File: config.mk
export PLATFORM = sky130hd
export DESIGN_NAME = phase_sequencer
export DESIGN_NICKNAME = d
export VERILOG_FILES = /design/src/rtl/phase_sequencer.sv
export SDC_FILE = /design/constraint.sdc
export NUM_CORES = 1
export LEC_CHECK = 0
export ABC_AREA = 1
export CAP_MARGIN = 20
export CORE_ASPECT_RATIO = 1.25
export CORE_MARGIN = 2
export CORE_UTILIZATION = 40
export CTS_CLUSTER_DIAMETER = 150
export DETAILED_ROUTE_END_ITERATION = 7
export SKIP_LAST_GASP = 1
export SYNTH_ARGS = -nofsm -noshare
export SYNTH_HDL_FRONTEND = slang
export SYNTH_SLANG_ARGS = --single-unit
File: constraint.sdc
create_clock -name clk -period 2.5 [get_ports clk]
set_input_delay 0.375 -clock clk [delete_from_list [all_inputs] [get_ports clk]]
set_output_delay 0.375 -clock clk [all_outputs]
set_load 0.05 [all_outputs]
File: src/rtl/phase_sequencer.sv
// Traffic-light phase sequencer.
// Generates phases 0..4 paced by a 1 s tick, counts down the seconds left in
// each phase for the seven-segment display, and latches pedestrian requests.
// A cycle with no request goes from phase 4 straight back to phase 2, which
// skips the walk phases.
module phase_sequencer #(
    parameter int unsigned TICK_DIV = 25000000,
    parameter int unsigned D0       = 5,
    parameter int unsigned D1       = 3,
    parameter int unsigned D2       = 6,
    parameter int unsigned D3       = 2,
    parameter int unsigned D4       = 4
) (
    input  logic       clk,
    input  logic       rst,
    input  logic       set,
    input  logic       ped_req,
    output logic [2:0] cur_phase,
    output logic [3:0] seven_num,
    output logic       ped_pending,
    output logic       tick
);

    // Phase durations must fit a single display digit and never be zero.
    // The prescaler needs at least two states to produce a single-cycle tick.
    if (TICK_DIV < 2) begin : g_bad_tick_div
        $error("phase_sequencer: TICK_DIV must be >= 2");
    end
    if (D0 < 1 || D0 > 9 || D1 < 1 || D1 > 9 || D2 < 1 || D2 > 9 ||
        D3 < 1 || D3 > 9 || D4 < 1 || D4 > 9) begin : g_bad_duration
        $error("phase_sequencer: phase durations must be in 1..9");
    end

    localparam int PW = (TICK_DIV < 2) ? 1 : $clog2(TICK_DIV);
    localparam logic [PW-1:0] PRESC_LAST = PW'(TICK_DIV - 1);

    localparam logic [3:0] D0_V = 4'(D0);
    localparam logic [3:0] D1_V = 4'(D1);
    localparam logic [3:0] D2_V = 4'(D2);
    localparam logic [3:0] D3_V = 4'(D3);
    localparam logic [3:0] D4_V = 4'(D4);

    typedef enum logic [2:0] {
        P0 = 3'd0,
        P1 = 3'd1,
        P2 = 3'd2,
        P3 = 3'd3,
        P4 = 3'd4
    } phase_t;

    phase_t        phase_q;
    phase_t        next_phase;
    logic [PW-1:0] prescaler;
    logic          last_second;
    logic          enter_p0;
    logic [3:0]    next_duration;

    // The tick depends only on the prescaler register, so it is glitch-free
    // with respect to the inputs.
    assign tick = (prescaler == PRESC_LAST);

    assign last_second = tick && (seven_num == 4'd1);
    assign enter_p0    = last_second && (next_phase == P0);
    assign cur_phase   = phase_q;

    // Phase following the current one; a request seen in the final cycle of
    // phase 4 still counts, so the walk is not missed by one cycle.
    always_comb begin
        next_phase = P0;
        unique case (phase_q)
            P0:      next_phase = P1;
            P1:      next_phase = P2;
            P2:      next_phase = P3;
            P3:      next_phase = P4;
            P4:      next_phase = (ped_pending || ped_req) ? P0 : P2;
            default: next_phase = P0;
        endcase
    end

    // Seconds to load when entering the next phase.
    always_comb begin
        next_duration = D0_V;
        unique case (next_phase)
            P0:      next_duration = D0_V;
            P1:      next_duration = D1_V;
            P2:      next_duration = D2_V;
            P3:      next_duration = D3_V;
            P4:      next_duration = D4_V;
            default: next_duration = D0_V;
        endcase
    end

    // Prescaler, phase FSM, countdown and request latch; set overrides
    // everything except the asynchronous reset.
    always_ff @(posedge clk or negedge rst) begin
        if (!rst) begin
            prescaler   <= '0;
            phase_q     <= P0;
            seven_num   <= D0_V;
            ped_pending <= 1'b0;
        end else if (set) begin
            prescaler   <= '0;
            phase_q     <= P0;
            seven_num   <= D0_V;
            ped_pending <= 1'b0;
        end else begin
            if (tick) begin
                prescaler <= '0;
            end else begin
                prescaler <= prescaler + PW'(1);
            end

            if (last_second) begin
                phase_q   <= next_phase;
                seven_num <= next_duration;
            end else if (tick) begin
                seven_num <= seven_num - 4'd1;
            end

            if (enter_p0) begin
                ped_pending <= 1'b0;
            end else if (ped_req) begin
                ped_pending <= 1'b1;
            end
        end
    end

endmodule

# Word-level counts from Yosys, hierarchy flattened
# Cells that the tools add are included.
[classes]
n_eq_ne = 10
n_reduce_logical = 8
muxes = 13
n_addsub = 2
[op_table]
columns = ["operator", "n"]
rows = [
  ["25-bit 2-to-1 mux", 2],
  ["25-bit by 1-bit adder with 25-bit output, second input constant", 1],
  ["25-bit equality test, second input constant", 1],
  ["3-bit one-hot mux with 5 select lines", 1],
  ["3-bit by 2-bit equality test with 1-bit output, second input constant", 4],
  ["4-bit 2-to-1 mux", 3],
  ["3-bit one-hot mux with 4 select lines", 1],
  ["3-bit by 1-bit equality test with 1-bit output, second input constant", 2],
  ["3-bit equality test, second input constant", 2],
  ["3-bit zero test", 2],
  ["3-bit 2-to-1 mux", 2],
  ["3-bit nonzero test", 2],
  ["4-bit by 1-bit equality test with 1-bit output, second input constant", 1],
  ["4-bit by 1-bit subtractor with 4-bit output, second input constant", 1],
  ["1-bit 2-to-1 mux", 3],
  ["1-bit logical AND", 2],
  ["2-bit 2-to-1 mux", 1],
  ["2-bit nonzero test", 1],
  ["1-bit logical OR", 1],
]
[totals]
word_cells = 37
out_inout_bits = 9
input_bits = 4
regBits = 33

# Depth between registers and ports, before layout
[logic_depth]
word_depth = 7
mapped_depth = 12
mapped_depth_nobuf = 11

# Worst setup path after synthesis
# Ideal clock, no wire load.
[synth_timing]
path_type = "register to register"
from = "register prescaler[0]"
to = "register seven_num[0]"
setup_ps = 81
arrival_ps = 1712
path_slack_ps = 707
synth_period_minus_slack_ps = 1793
stages_incl_launch_ff = 11
n_path_buf = 0
required_time_ps = 2419
cell_sequence = "dfrtp_1 > ha_1 > nand2_1 > inv_1 > nand2_2 > inv_1 > nand3_1 > nor2_2 > nand2_1 > nor2_1 > a21oi_1"
[synth_between]
elab_chain_cells = 4
elab_cells_between_ends = 5
classes_between = "eq/ne (1); mux (2); reduce/logical (2)"
[synth_rtl]
columns = ["item", "line_no", "source"]
rows = [
  ["start: declaration", "53", "logic [PW-1:0] prescaler;"],
  ["start signal: assignment", "110", "prescaler <= prescaler + PW'(1);"],
  ["25-bit equality test (*)", "60", "assign tick = (prescaler == PRESC_LAST);"],
  ["net tick", "21", "output logic tick"],
  ["1-bit logical AND", "62", "assign last_second = tick && (seven_num == 4'd1);"],
  ["4-bit 2-to-1 mux", "113", "if (last_second) begin"],
  ["4-bit 2-to-1 mux", "101", "end else if (set) begin"],
  ["end signal: assignment", "115", "seven_num <= next_duration;"],
  ["end signal: assignment", "117", "seven_num <= seven_num - 4'd1;"],
  ["end: declaration", "19", "output logic [3:0] seven_num,"],
]
# Mark *: on every way through the listed nets, which the timed path passes. The rest lies on a longest branch.
# A chain may end at the register's enable or synchronous reset.

# Worst setup path after layout
[layout_timing]
from = "register prescaler[0]"
to = "output tick"
[layout_between]
elab_chain_cells = 1
[layout_rtl]
columns = ["item", "line_no"]
rows = [
  ["25-bit equality test", "60"],
  ["end: declaration", "21"],
]
# Every way passes these cells.

==> Flow_metrics.wiki <==
{| class="wikitable"
! Metric !! Value
|-
| Outcome || complete, no violations
|-
| Crit path top cell by count || inv_1
|-
| Placement row count || 28
|-
| Startpoint of the most critical register-to-register path || prescaler[0]$_DFF_PN0_
|-
| Number of buffers created by CTS || 5
|-
| First-pass GRT wire length || 7.53 mm
|-
| Syn Nets || 278
|-
| Category of the critical setup timing path || flop to output pin
|-
| Critical path launch point type || flop
|-
| Most area-hungry cell type in the Yosys netlist || dfrtp_1
|-
| Root Buffer || clkbuf_8
|-
| Final WL || 4.18 mm
|-
| Worst setup skew after layout || 0.00861 ns
|-
| Actual slew at the worst max-slew pin || 0.495 ns
|-
| Cells after synthesis || 271
|-
| Via count of the first global-routing pass || 1,697
|-
| Half-perimeter wire length of the detailed placement result || 3.09 mm
|-
| Quantity of hold-fixing buffers added after cts || 0
|-
| CP Data Required Time || 2.12 ns
|-
| Number of library cell types mapped by synthesis || 27
|-
| Die extent in y || 81.9 um
|-
| Post-place setup slack || 0.456 ns
|-
| Number of buffer and inverter instances along the worst setup path || 3
|-
| Path category of the worst min-delay check || flop to flop
|-
| Max Transition Viols Final || 0
|-
| Count of clock tree sinks || 33
|-
| Number of antenna violations at the first check in global routing || 0
|-
| Slowest CP cell || dfrtp_1
|-
| Register clock-pin slew on the reported worst setup and hold paths || 0.07 ns
|-
| Power share of the clock group || 49.5%
|-
| Switching Fraction || 21.2%
|-
| Relative contribution of combinational cells to total power || 5.5%
|-
| Net Switching || 257 uW
|-
| Top delay family on crit path || simple AND/OR/NAND/NOR gates
|-
| Crit path arrival time || 1.71 ns
|-
| # diodes || 0
|-
| Gp weighted congestion || 0.844
|-
| Floorplan die area || 5430 sq um
|-
| Count of filler cells inserted in the layout || 487
|-
| Power per Cell Area || 541 nW/um^2
|-
| Sum Neg Setup Slack || 0 ns
|-
| Most common library cell in the layout ignoring fill and taps || nand2_1
|-
| Wire length per cell || 12.0 um
|-
| Total Routing Usage GR || 17.9%
|-
| Capturing element type of the critical path || output pin
|-
| Total via count after detailed routing || 1,667
|-
| Count of pins on the block boundary || 13
|-
| Cell Chain, Critical Path || ha_1, nand2_1, inv_1, nand2_2, inv_1, nand3_1, nor2_2, buf_4
|-
| Beginning of the worst hold path || prescaler[0]$_DFF_PN0_
|-
| Maximum clock frequency || 479 MHz
|-
| CTS tree || built
|-
| Die width || 66.3 um
|-
| Worst VDD drop || 0.330 mV
|-
| First element of the critical path || prescaler[0]$_DFF_PN0_
|-
| Synth warn || 0
|-
| Proportion of synthesized chip area in sequential cells || 42.7%
|-
| Total DRC errors in the routed layout || 0
|-
| Period Utilization, post-route || 83.5%
|-
| Average footprint of a synthesized cell || 7.16 sq um
|-
| Post-synth top area share || 40.0%
|-
| Core box area || 4690 sq um
|-
| Maximum buffer depth of the clock tree || 2
|-
| Number of violations of the max-capacitance limit || 0
|-
| DRT iter0 DRCs || 58
|-
| Relative slew slack || 66.9%
|-
| Mapped Area || 1940 sq um
|-
| Port-buffer cells || 12
|-
| Total setup buffers inserted after CTS || 0
|-
| Initial Util || 41.3%
|-
| Via-per-instance ratio || 4.79
|-
| Delay contributed by the slowest stage of the critical path || 0.37 ns
|-
| Post-route ant nets || 0
|-
| Hold Path Cell Cnt || 1
|-
| Clock network latency to the later pin of the worst-skew pair || 0.28 ns
|-
| Maximum number of pins on one net before global-route repair || 34
|-
| RSZ-0062 raised after global routing || false
|-
| Share of cells above drive strength 1 || 11.1%
|-
| Number of iterations in the first detailed-routing pass || 4
|-
| Worst-case setup margin in the final layout || 0.412 ns
|-
| Crit Path Max Fanout || 4
|-
| Count of instances resized after the clock tree is built || 0
|-
| Final Power || 1210 uW
|-
| Flop and latch count out of synthesis || 33
|-
| Cells on worst reg2reg path || 10
|-
| Logic depth of the worst setup path including buffers || 8
|-
| Max H-tree Level || 2
|-
| Final setup fails || 0
|-
| Leading cell types by total area after synthesis || dfrtp_1, nand2_1, nor2_1, inv_1, nand3_1
|-
| Cell leakage power || 0.000986 uW
|-
| Internal power of the cells || 958 uW
|-
| Post-route minimum period || 2.09 ns
|-
| Commonest cells after routing, fill and taps aside || nand2_1, nor2_1, inv_1
|-
| Hold violation count in the final report || 0
|-
| Growth of design area from synthesis to finish || 15.8%
|-
| NumNets Final || 294
|-
| Grt ovf || 0
|-
| Share of total power in sequential cells || 45.1%
|}
[cell families after synthesis]
family                     share of synthesized area, %
DFF                                                42.7
and+or+nand+nor                                    37.6
buffers and inverters                              8.57
adders and majority gates                          1.93
AOI/OAI and AO/OA                                  7.87
xor gates and xnor gates                           1.35
[flip-flops by register name (all words and copies together), names as in the netlist]
register and cells:
prescaler 25, seven_num 4, cur_phase 3, ped_pending 1
[per-layer routing]
metal | part of all wire (%) | up-vias | wire length [um] | global-route usage, %
li1 | - | 890 | - | -
met1 | 48 | 751 | 2010 | 22.3
met2 | 47 | 19 | 1980 | 30.6
met3 | 2.3 | 7 | 95 | 3.29
met4 | 2.1 | 0 | 87 | 7.14
met5 | 0 | - | 0 | 0
[per-stage QoR]
step | hold slack, ns | instance area [sq um] | util [%] | instances
2_1_floorplan | 0.0794 | 1940 | - | 271
3_3_place_gp | 0.457 | 2110 | 45.0 | 340
3_5_place_dp | 0.458 | 2110 | 45.0 | 340
4_1_cts | 0.470 | 2250 | 47.9 | 348
5_1_grt | 0.528 | 2250 | 47.9 | 348
6_report | 0.463 | 2250 | 47.9 | 348
[final cells by class]
| type | count | area (sq um) | area share (%) |
|---|---|---|---|
| Inverter | 37 | 139 | 6.18 |
| Timing Repair Buffer | 13 | 125 | 5.57 |
| Tap cell | 60 | 75.1 | 3.34 |
| Clock buffer | 5 | 68.8 | 3.06 |
| Sequential cell | 33 | 828 | 36.9 |
| Clock inverter | 3 | 65.1 | 2.90 |
| Multi-Input combinational cell | 197 | 946 | 42.1 |
[cells in the mapped netlist]
cell type and instances:
nand2_1 58, nor2_1 46, inv_1 36, dfrtp_1 31
nand3_1 21, a21oi_1 14, o21ai_0 11, nor2_2 10
nor3_1 10, nand2_2 6, nand4_1 6, ha_1 3
dfstp_2 2, nor2_4 2, o22ai_1 2, xor2_1 2
buf_4 1, buf_6 1, clkbuf_1 1, clkbuf_2 1
inv_2 1, nand3b_1 1, nor3_2 1, nor4_1 1
o21a_1 1, o31ai_1 1, xnor2_1 1
[power groups by stage]
stage	Combinational, uW	Clock [uW]	Sequential [uW]
after floorplan	31.4	0	567
after global placement	68.3	0	558
after detailed placement	68.7	0	558
after CTS	69.1	613	547
after global routing	76.0	632	549
final	66.7	601	547
[worst paths after layout]
| kind | slack [ns] | endpoint |
|---|---|---|
| max | 0.41 | tick |
| min | 0.46 | prescaler[0]$_DFF_PN0_ |
| max reg2reg | 0.72 | prescaler[5]$_DFF_PN0_ |
| min reg2reg | 0.46 | prescaler[0]$_DFF_PN0_ |
| max in group asynchronous | 1.67 | seven_num[2]$_DFFE_PN1P_ |
| min in group asynchronous | 0.50 | prescaler[9]$_DFF_PN0_ |
(Power assumes the default switching activity.)
